## config.mk

```make
export PLATFORM = sky130hd
export DESIGN_NAME = mem_block_bridge
export DESIGN_NICKNAME = d
export VERILOG_FILES = /design/src/rtl/mem_bridge_pkg.sv /design/src/rtl/mem_beat_timer.sv /design/src/rtl/mem_block_bridge.sv
export SDC_FILE = /design/constraint.sdc
export NUM_CORES = 1
export LEC_CHECK = 0
export ABC_CLOCK_PERIOD_IN_PS = 13900
export CORE_MARGIN = 4
export CORE_UTILIZATION = 38
export CTS_BUF_LIST = sky130_fd_sc_hd__clkbuf_4 sky130_fd_sc_hd__clkbuf_8 sky130_fd_sc_hd__clkbuf_16
export CTS_CLUSTER_SIZE = 30
export DETAILED_ROUTE_END_ITERATION = 7
export MAX_ROUTING_LAYER = met4
export PLACE_DENSITY = 0.69
export SLEW_MARGIN = 10
export SYNTH_ARGS = -nofsm -noshare
export SYNTH_HDL_FRONTEND = slang
export SYNTH_SLANG_ARGS = --single-unit
```

## constraint.sdc

```tcl
create_clock -name clk -period 13.9 [get_ports clk]
set_clock_uncertainty 0.15 [all_clocks]
set_input_delay 2.78 -clock clk [delete_from_list [all_inputs] [get_ports clk]]
set_output_delay 2.78 -clock clk [all_outputs]
set_load 0.02 [all_outputs]
```

## src/rtl/mem_bridge_pkg.sv

```systemverilog
// mem_bridge_pkg
// Shared types and sizes for the cache-to-DRAM block bridge.
//   bridge_state_e : IDLE / RD / WR / DONE
//   get_word()     : pick one 32-bit word out of a 128-bit line
package mem_bridge_pkg;

  localparam int WORDS_PER_BLOCK = 4;
  localparam int WORD_W          = 32;
  localparam int BLOCK_W         = 128;
  localparam int BLOCK_ADDR_W    = 28;
  localparam int BEAT_W          = 2;

  typedef enum logic [1:0] {
    IDLE = 2'd0,
    RD   = 2'd1,
    WR   = 2'd2,
    DONE = 2'd3
  } bridge_state_e;

  function automatic logic [WORD_W-1:0] get_word(input logic [BLOCK_W-1:0] line,
                                                 input logic [BEAT_W-1:0]  idx);
    return line[int'(idx)*WORD_W +: WORD_W];
  endfunction

endpackage

```

## src/rtl/mem_beat_timer.sv

```systemverilog
// mem_beat_timer
// Per-beat wait counter. Counts cycles the beat request is outstanding
// without an acknowledge and raises a single-cycle timeout when the count
// is about to reach TIMEOUT-1.
// Ports:
//   clk       : system clock, rising edge
//   rst       : asynchronous active-high reset
//   req_i     : beat request currently outstanding
//   ack_i     : beat acknowledge
//   timeout_o : beat has waited too long; abort this cycle
module mem_beat_timer #(
  parameter int TIMEOUT = 64,
  parameter int CNT_W   = 7
) (
  input  logic clk,
  input  logic rst,
  input  logic req_i,
  input  logic ack_i,
  output logic timeout_o
);

  localparam logic [CNT_W-1:0] LAST_WAIT = CNT_W'(TIMEOUT - 2);

  logic [CNT_W-1:0] cnt_q, cnt_d;

  // Fires in the cycle whose edge would take the counter to TIMEOUT-1, so the
  // request is high for exactly TIMEOUT-1 cycles before it is dropped.
  assign timeout_o = req_i && !ack_i && (cnt_q == LAST_WAIT);

  always_comb begin
    cnt_d = cnt_q;
    if (!req_i || ack_i) begin
      cnt_d = '0;
    end else begin
      cnt_d = cnt_q + CNT_W'(1);
    end
  end

  always_ff @(posedge clk or posedge rst) begin
    if (rst) begin
      cnt_q <= '0;
    end else begin
      cnt_q <= cnt_d;
    end
  end

endmodule

```

## src/rtl/mem_block_bridge.sv

```systemverilog
// mem_block_bridge
// Turns one 128-bit cache block read/write into four 32-bit req/ack beats on
// the word-wide DRAM port and returns the line with a one-cycle mem_ready.
// Ports:
//   clk, proc_reset          : clock and asynchronous active-high reset
//   mem_read, mem_write      : cache block requests, held until mem_ready
//   mem_addr, mem_wdata      : block address and write-back line
//   mem_rdata, mem_ready     : assembled read line and completion pulse
//   dram_req/we/addr/wdata   : word-beat request to memory
//   dram_rdata, dram_ack     : word-beat response
//   bus_err                  : sticky beat-timeout flag
// Optional build macro MEM_BLOCK_BRIDGE_STATS_EN adds rd_cnt/wr_cnt, saturating
// counts of completed (or aborted) read and write transactions.
//
// state | meaning
// IDLE  | waiting for a request (ignored in the cycle right after DONE)
// RD    | issuing read beat 'beat_q', filling the line buffer
// WR    | issuing write beat 'beat_q' from the latched line
// DONE  | one-cycle mem_ready to the cache
module mem_block_bridge
  import mem_bridge_pkg::*;
#(
  parameter int TIMEOUT = 64,
  parameter int CNT_W   = 7
) (
  input  logic         clk,
  input  logic         proc_reset,
  input  logic         mem_read,
  input  logic         mem_write,
  input  logic [27:0]  mem_addr,
  input  logic [127:0] mem_wdata,
  output logic [127:0] mem_rdata,
  output logic         mem_ready,
  output logic         dram_req,
  output logic         dram_we,
  output logic [29:0]  dram_addr,
  output logic [31:0]  dram_wdata,
  input  logic [31:0]  dram_rdata,
  input  logic         dram_ack,
  output logic         bus_err
`ifdef MEM_BLOCK_BRIDGE_STATS_EN
  ,
  output logic [15:0]  rd_cnt,
  output logic [15:0]  wr_cnt
`endif
);

  bridge_state_e              state_q, state_d;
  logic [BLOCK_ADDR_W-1:0]    addr_q, addr_d;
  logic [BLOCK_W-1:0]         wdata_q, wdata_d;
  logic [BLOCK_W-1:0]         line_q, line_d;
  logic [BEAT_W-1:0]          beat_q, beat_d;
  logic                       bus_err_q, bus_err_d;
  logic                       gap_q;
  logic                       beat_timeout;

  mem_beat_timer #(
    .TIMEOUT (TIMEOUT),
    .CNT_W   (CNT_W)
  ) u_beat_timer (
    .clk       (clk),
    .rst       (proc_reset),
    .req_i     (dram_req),
    .ack_i     (dram_ack),
    .timeout_o (beat_timeout)
  );

  // Outputs decode straight from registers so reset clears them asynchronously.
  assign dram_req   = (state_q == RD) || (state_q == WR);
  assign dram_we    = (state_q == WR);
  assign dram_addr  = {addr_q, beat_q};
  assign dram_wdata = get_word(wdata_q, beat_q);
  assign mem_ready  = (state_q == DONE);
  assign mem_rdata  = line_q;
  assign bus_err    = bus_err_q;

  always_comb begin
    state_d   = state_q;
    addr_d    = addr_q;
    wdata_d   = wdata_q;
    line_d    = line_q;
    beat_d    = beat_q;
    bus_err_d = bus_err_q | beat_timeout;
    case (state_q)
      IDLE: begin
        // gap_q blocks the request the cache is still holding after mem_ready.
        if (!gap_q) begin
          if (mem_write) begin
            addr_d  = mem_addr;
            wdata_d = mem_wdata;
            beat_d  = '0;
            state_d = WR;
          end else if (mem_read) begin
            addr_d  = mem_addr;
            beat_d  = '0;
            state_d = RD;
          end
        end
      end
      RD, WR: begin
        if (dram_ack) begin
          if (state_q == RD) begin
            line_d[int'(beat_q)*WORD_W +: WORD_W] = dram_rdata;
          end
          if (beat_q == BEAT_W'(WORDS_PER_BLOCK - 1)) begin
            state_d = DONE;
          end else begin
            beat_d = beat_q + BEAT_W'(1);
          end
        end else if (beat_timeout) begin
          state_d = DONE;
        end
      end
      DONE: begin
        state_d = IDLE;
      end
      default: begin
        state_d = IDLE;
      end
    endcase
  end

  always_ff @(posedge clk or posedge proc_reset) begin
    if (proc_reset) begin
      state_q   <= IDLE;
      addr_q    <= '0;
      wdata_q   <= '0;
      line_q    <= '0;
      beat_q    <= '0;
      bus_err_q <= 1'b0;
      gap_q     <= 1'b0;
    end else begin
      state_q   <= state_d;
      addr_q    <= addr_d;
      wdata_q   <= wdata_d;
      line_q    <= line_d;
      beat_q    <= beat_d;
      bus_err_q <= bus_err_d;
      gap_q     <= (state_q == DONE);
    end
  end

`ifdef MEM_BLOCK_BRIDGE_STATS_EN
  logic        wr_txn_q;
  logic [15:0] rd_cnt_q, wr_cnt_q;

  always_ff @(posedge clk or posedge proc_reset) begin
    if (proc_reset) begin
      wr_txn_q <= 1'b0;
      rd_cnt_q <= '0;
      wr_cnt_q <= '0;
    end else begin
      // Remember the direction of the running transaction for its DONE cycle.
      if ((state_q == RD) || (state_q == WR)) begin
        wr_txn_q <= (state_q == WR);
      end
      if (state_q == DONE) begin
        if (wr_txn_q) begin
          if (wr_cnt_q != 16'hFFFF) wr_cnt_q <= wr_cnt_q + 16'd1;
        end else begin
          if (rd_cnt_q != 16'hFFFF) rd_cnt_q <= rd_cnt_q + 16'd1;
        end
      end
    end
  end

  assign rd_cnt = rd_cnt_q;
  assign wr_cnt = wr_cnt_q;
`endif

endmodule

```

After elaboration in Yosys (flattened, before gate mapping)
Cells that the tools add are included.
Storage, ports and cells
  bits of input ports: 193
  flip-flop bits (word level): 297
  output and inout bits: 194
Cells by class
  reductions and logical operators: 15
  mux-type cells: 17
  shift operators: 3
  equality and inequality tests: 11
  bitwise gates (word level): 2
  add/subtract/negate cells: 3
Operators by type and width (count)
  128-bit bitwise mux: 1
  32-bit by 33-bit variable shift with 128-bit output (first input constant): 1
  128-bit by 8-bit indexed part select with 32-bit output: 1
  32-bit by 33-bit indexed part select with 128-bit output: 1
  28-bit 2-to-1 mux: 2
  7-bit negation with 33-bit output: 1
  2-bit 2-to-1 mux: 11
  3-bit != test (second input constant): 3
  3-bit AND reduction: 3
  7-bit by 1-bit adder with 7-bit output (second input constant): 1
  7-bit by 6-bit == test with 1-bit output (second input constant): 1
  7-bit 2-to-1 mux: 1
  2-bit == test (second input constant): 3
  2-bit != test (second input constant): 3
  2-bit one-hot mux with 3 select lines: 1
  5-bit AND reduction: 1
  2-bit one-hot mux with 2 select lines: 1
  4-bit AND reduction: 1
  2-bit nonzero test: 2
  2-bit by 1-bit adder with 2-bit output (second input constant): 1
  2-bit by 1-bit == test with 1-bit output (second input constant): 1
  1-bit logical AND: 2
  1-bit logical NOT: 2
  2-bit logical NOT: 1
  other kinds (4): 5

Logic depth before layout (Yosys ltp)
  word-level depth: 7
  mapped depth: 9

By module
From an unflattened synthesis, not the netlist that was laid out.
Second synthesis, totals
  cells, all modules: 820
  area total of the unflattened synthesis: 12069.1 sq um
By module, submodules not included
  mem_block_bridge: instances 1, cells an instance 786, area each 11736.3 sq um, sequential area each 7257.0 sq um
  mem_beat_timer: instances 1, cells an instance 34, area each 332.8 sq um, sequential area each 175.2 sq um

Worst setup path before layout
No wires, ideal clock.
  path kind: register to output
  from: register beat_q[0]
  to: output port dram_wdata[10]
  data required time: 10.970 ns
  arrival time: 1.701 ns
  setup slack: 9.269 ns
  cell stages (with the launch flop): 4
  path through: dfrtp_1 > buf_2 > buf_2 > mux4_2
Between the ends
  word-level cells in the longest chain between the ends: 1
Ends and longest elaborated chain
  start: declaration: line mem_block_bridge.sv:52  | logic [BEAT_W-1:0] beat_q, beat_d;
  start signal: assignment: line mem_block_bridge.sv:137  | beat_q <= beat_d;
  128-bit by 8-bit indexed part select with 32-bit output: line mem_bridge_pkg.sv:22  | return line[int'(idx)*WORD_W +: WORD_W];
  end: declaration: line mem_block_bridge.sv:37  | output logic [31:0] dram_wdata,
No other way between the ends.

Worst setup path after layout
  from: register beat_q[0]
  to: output port dram_wdata[17]
The elaborated chain is that of the path after synthesis.

==> run metrics <==
sw frac=0.3282; DR WL met3=3924 um; max-cap check violation count=0; core region area=about 32,000 um2; Reg2Reg Depth=7; Primary FF master, synth=dfrtp_1; WL met2=15,090 um; commonest non-fill, non-tap cell in the layout=clkdlybuf4s50_1; Hold Crit Depth=1; Final Cycle Share=0.4107; vias in the first global route=8,499; ys async rst share=1.000; Internal=2.817 mW; die extent in x=188.2 um; initial antenna violation count=2; P_sw=approximately 1.4 mW; LEAKAGE=7.962 nW; FF-to-FF Start=state_q[0]$_DFFE_PP0P_; Top Ports=387; GRT Total Usage=0.1858; Fillers=2,572; final setup vio count=0; DR vias/cell=5.046; PD cells=238.4 nW/um2; layout cells sized above 1=0.2079; top post-synthesis cells by area=dfrtp_1, mux2_4, a22o_1, mux4_2, mux2_1; clock tree from TritonCTS=done; detailed placement HPWL=23,350 um; clock tree root driver cell=clkbuf_16; Hold Violations, Final=0; Total Routed Length=33,030 um; gpl congestion=approximately 0.8; max-slew violations=0; DR iter-0 viols=439; Placed Cells=1,520; sequential element share of the synthesized area=0.6022; Power, Total=4.194 mW; first-pass GRT wire length=~50,000 um; row count=65; Max IR drop VDD=between 0.1 and 0.15 mV; RSZ-0062 raised after global routing=false; hold path startpoint=bus_err$_DFF_PP0_; Worst-Margin Slew=0.9346 ns; slew margin rel.=0.3769; postcts setup bufs=0; largest net degree at the start of global routing=88; DIE AREA=35,420 um2; Final Critical Period=~5.7 ns; # resized after CTS=0; clock latency on the worst-skew pair=~0.54 ns; Top Metal Used=met4; Synth Net Count=942; post-synth top area share=0.6022; DIE HEIGHT=188.2 um; WL/cell=about 21 um; Reg2Reg Setup Slack=around 10 ns; Post-DRT Antenna Nets=0; CP arrival=2.78 ns; outcome=completed; met1 wire length=13,460 um; DRC Markers=0; post-synth design cell area=12,340 um2; first drt pass iteration count=4; initial core utilization=0.3881; Cell Count, Final, Fillers Out=1,577; Hold Slack=0.3075 ns; post-synthesis register bit count=297; Vias=slightly below 8,000; Startpoint Class=flip-flop; Sequential Area=7435 um2; cts hold-fix bufs=0; nets=1,323; Fin Setup TNS=0 ns; Comb pwr share=0.453; total grt overflow=0; clock sinks=297; RR Endpoint=wdata_q[45]$_DFFE_PP0P_; clock tree buffer depth=3; CP Max Fanout=41; register share of total power=0.347; TritonCTS Buffers=31; Post-Synthesis Cells=between 700 and 800; Clock power frac=0.200; H-tree depth=1; Port Buf Inserts=386; Netlist cell types=35; most frequent cells in the layout=clkdlybuf4s50_1, dfrtp_1, a22o_1, mux2_4, mux4_2; area leader, netlist=dfrtp_1; synthesized area per cell=about 17 um2; required time worst endpoint=10.97 ns; Reg clk slew, reported paths=roughly 0.06 ns; Setup crit end kind=output pin; Hold Path End=bus_err$_DFF_PP0_; crit path kind=flip-flop to output pin; Post-synth EDFFs=0; FMAX=0.1752 GHz; synthesis-to-finish area growth=42.52%; area of the multi-input gates=roughly 4500 um2; synth warn=0; Hold WC Path Type=flip-flop to flip-flop
## area by class of cell
class / count / share of cell area
diodes: 2 / 0.0002845
clock buffers: 44 / 0.05285
clock inverters: 11 / 0.006687
inverters: 9 / 0.002347
multi-input cells: 379 / 0.2586
flip-flops and latches: 297 / 0.4227
well taps: 435 / 0.03094
repair buffers: 400 / 0.2256
## registers in the layout, summed over array words and instances, names as in the netlist
name	cells
mem_rdata	128
wdata_q	128
addr_q	28
u_beat_timer.cnt_q	7
beat_q	2
state_q	2
bus_err	1
gap_q	1
## per-layer routing
layer | vias to the layer above | GRT usage
li1 | 3543 | -
met1 | 4015 | 0.2331
met2 | 355 | 0.2882
met3 | 44 | 0.07429
met4 | 0 | 0.03868
met5 | - | -
## worst max path at each step
stage | cells after the start | start | endpoint
after floorplan | 1 | proc_reset | addr_q[0]$_DFFE_PP0P_
after global placement | 6 | mem_write | wdata_q[15]$_DFFE_PP0P_
after detailed placement | 6 | mem_write | wdata_q[33]$_DFFE_PP0P_
after CTS | 3 | beat_q[0]$_DFFE_PP0P_ | dram_wdata[17]
after global routing | 3 | beat_q[0]$_DFFE_PP0P_ | dram_wdata[17]
final | 3 | beat_q[0]$_DFFE_PP0P_ | dram_wdata[17]
## cells in the mapped netlist (3+ instances only)
library cell    n
o21ai_0         4
a21oi_1         3
inv_1           9
dfrtp_1       297
mux2i_1         3
nand2_1         7
mux2_2          8
mux2_1         28
a22o_1        128
nor2_1          6
mux4_2         32
mux2_4        120
clkbuf_1       14
nand3_1         6
ha_1           12
buf_6          16
buf_2          20
## worst max-delay path, stage by stage, from the launching register on
cell             delay, ns
dfrtp_2               0.34
buf_4                 0.64
mux4_2                0.66
clkdlybuf4s50_1       0.57
## power by group through the flow
stage / clock network (mW) / logic [mW] / registers [mW]
2_1_floorplan: 0 / 0.978 / 1.62
3_3_place_gp: 0 / 1.90 / 1.46
3_5_place_dp: 0 / 1.92 / 1.47
4_1_cts: 0.859 / 1.93 / 1.46
5_1_grt: 0.894 / 2.01 / 1.50
6_report: 0.837 / 1.90 / 1.46
## cell families (layout without fill, tap and decap cells)
group,Yosys count,after routing,share of synthesized area
flip-flops,297,297,0.6022
multiplexers,191,191,0.2397
AO/OA/AOI/OAI,142,142,0.09824
buffers and inverters,61,464,0.03062
AND/OR/NAND/NOR,31,31,0.01500
adder cells (fa/ha/maj),12,12,0.01217
XOR/XNOR,3,3,0.002129
other,0,2,0
## through the flow
| stage | setup slack, ns | util | cell area, um2 |
|---|---|---|---|
| final | 8.192 | 0.5531 | 17590 |
| after global routing | 8.016 | 0.5531 | 17590 |
| after CTS | 8.077 | 0.5530 | 17580 |
| after detailed placement | 7.723 | 0.5200 | 16540 |
| after global placement | 7.724 | 0.5200 | 16540 |
| after floorplan | 2.766 | - | 12340 |
(Power assumes the default switching activity.)
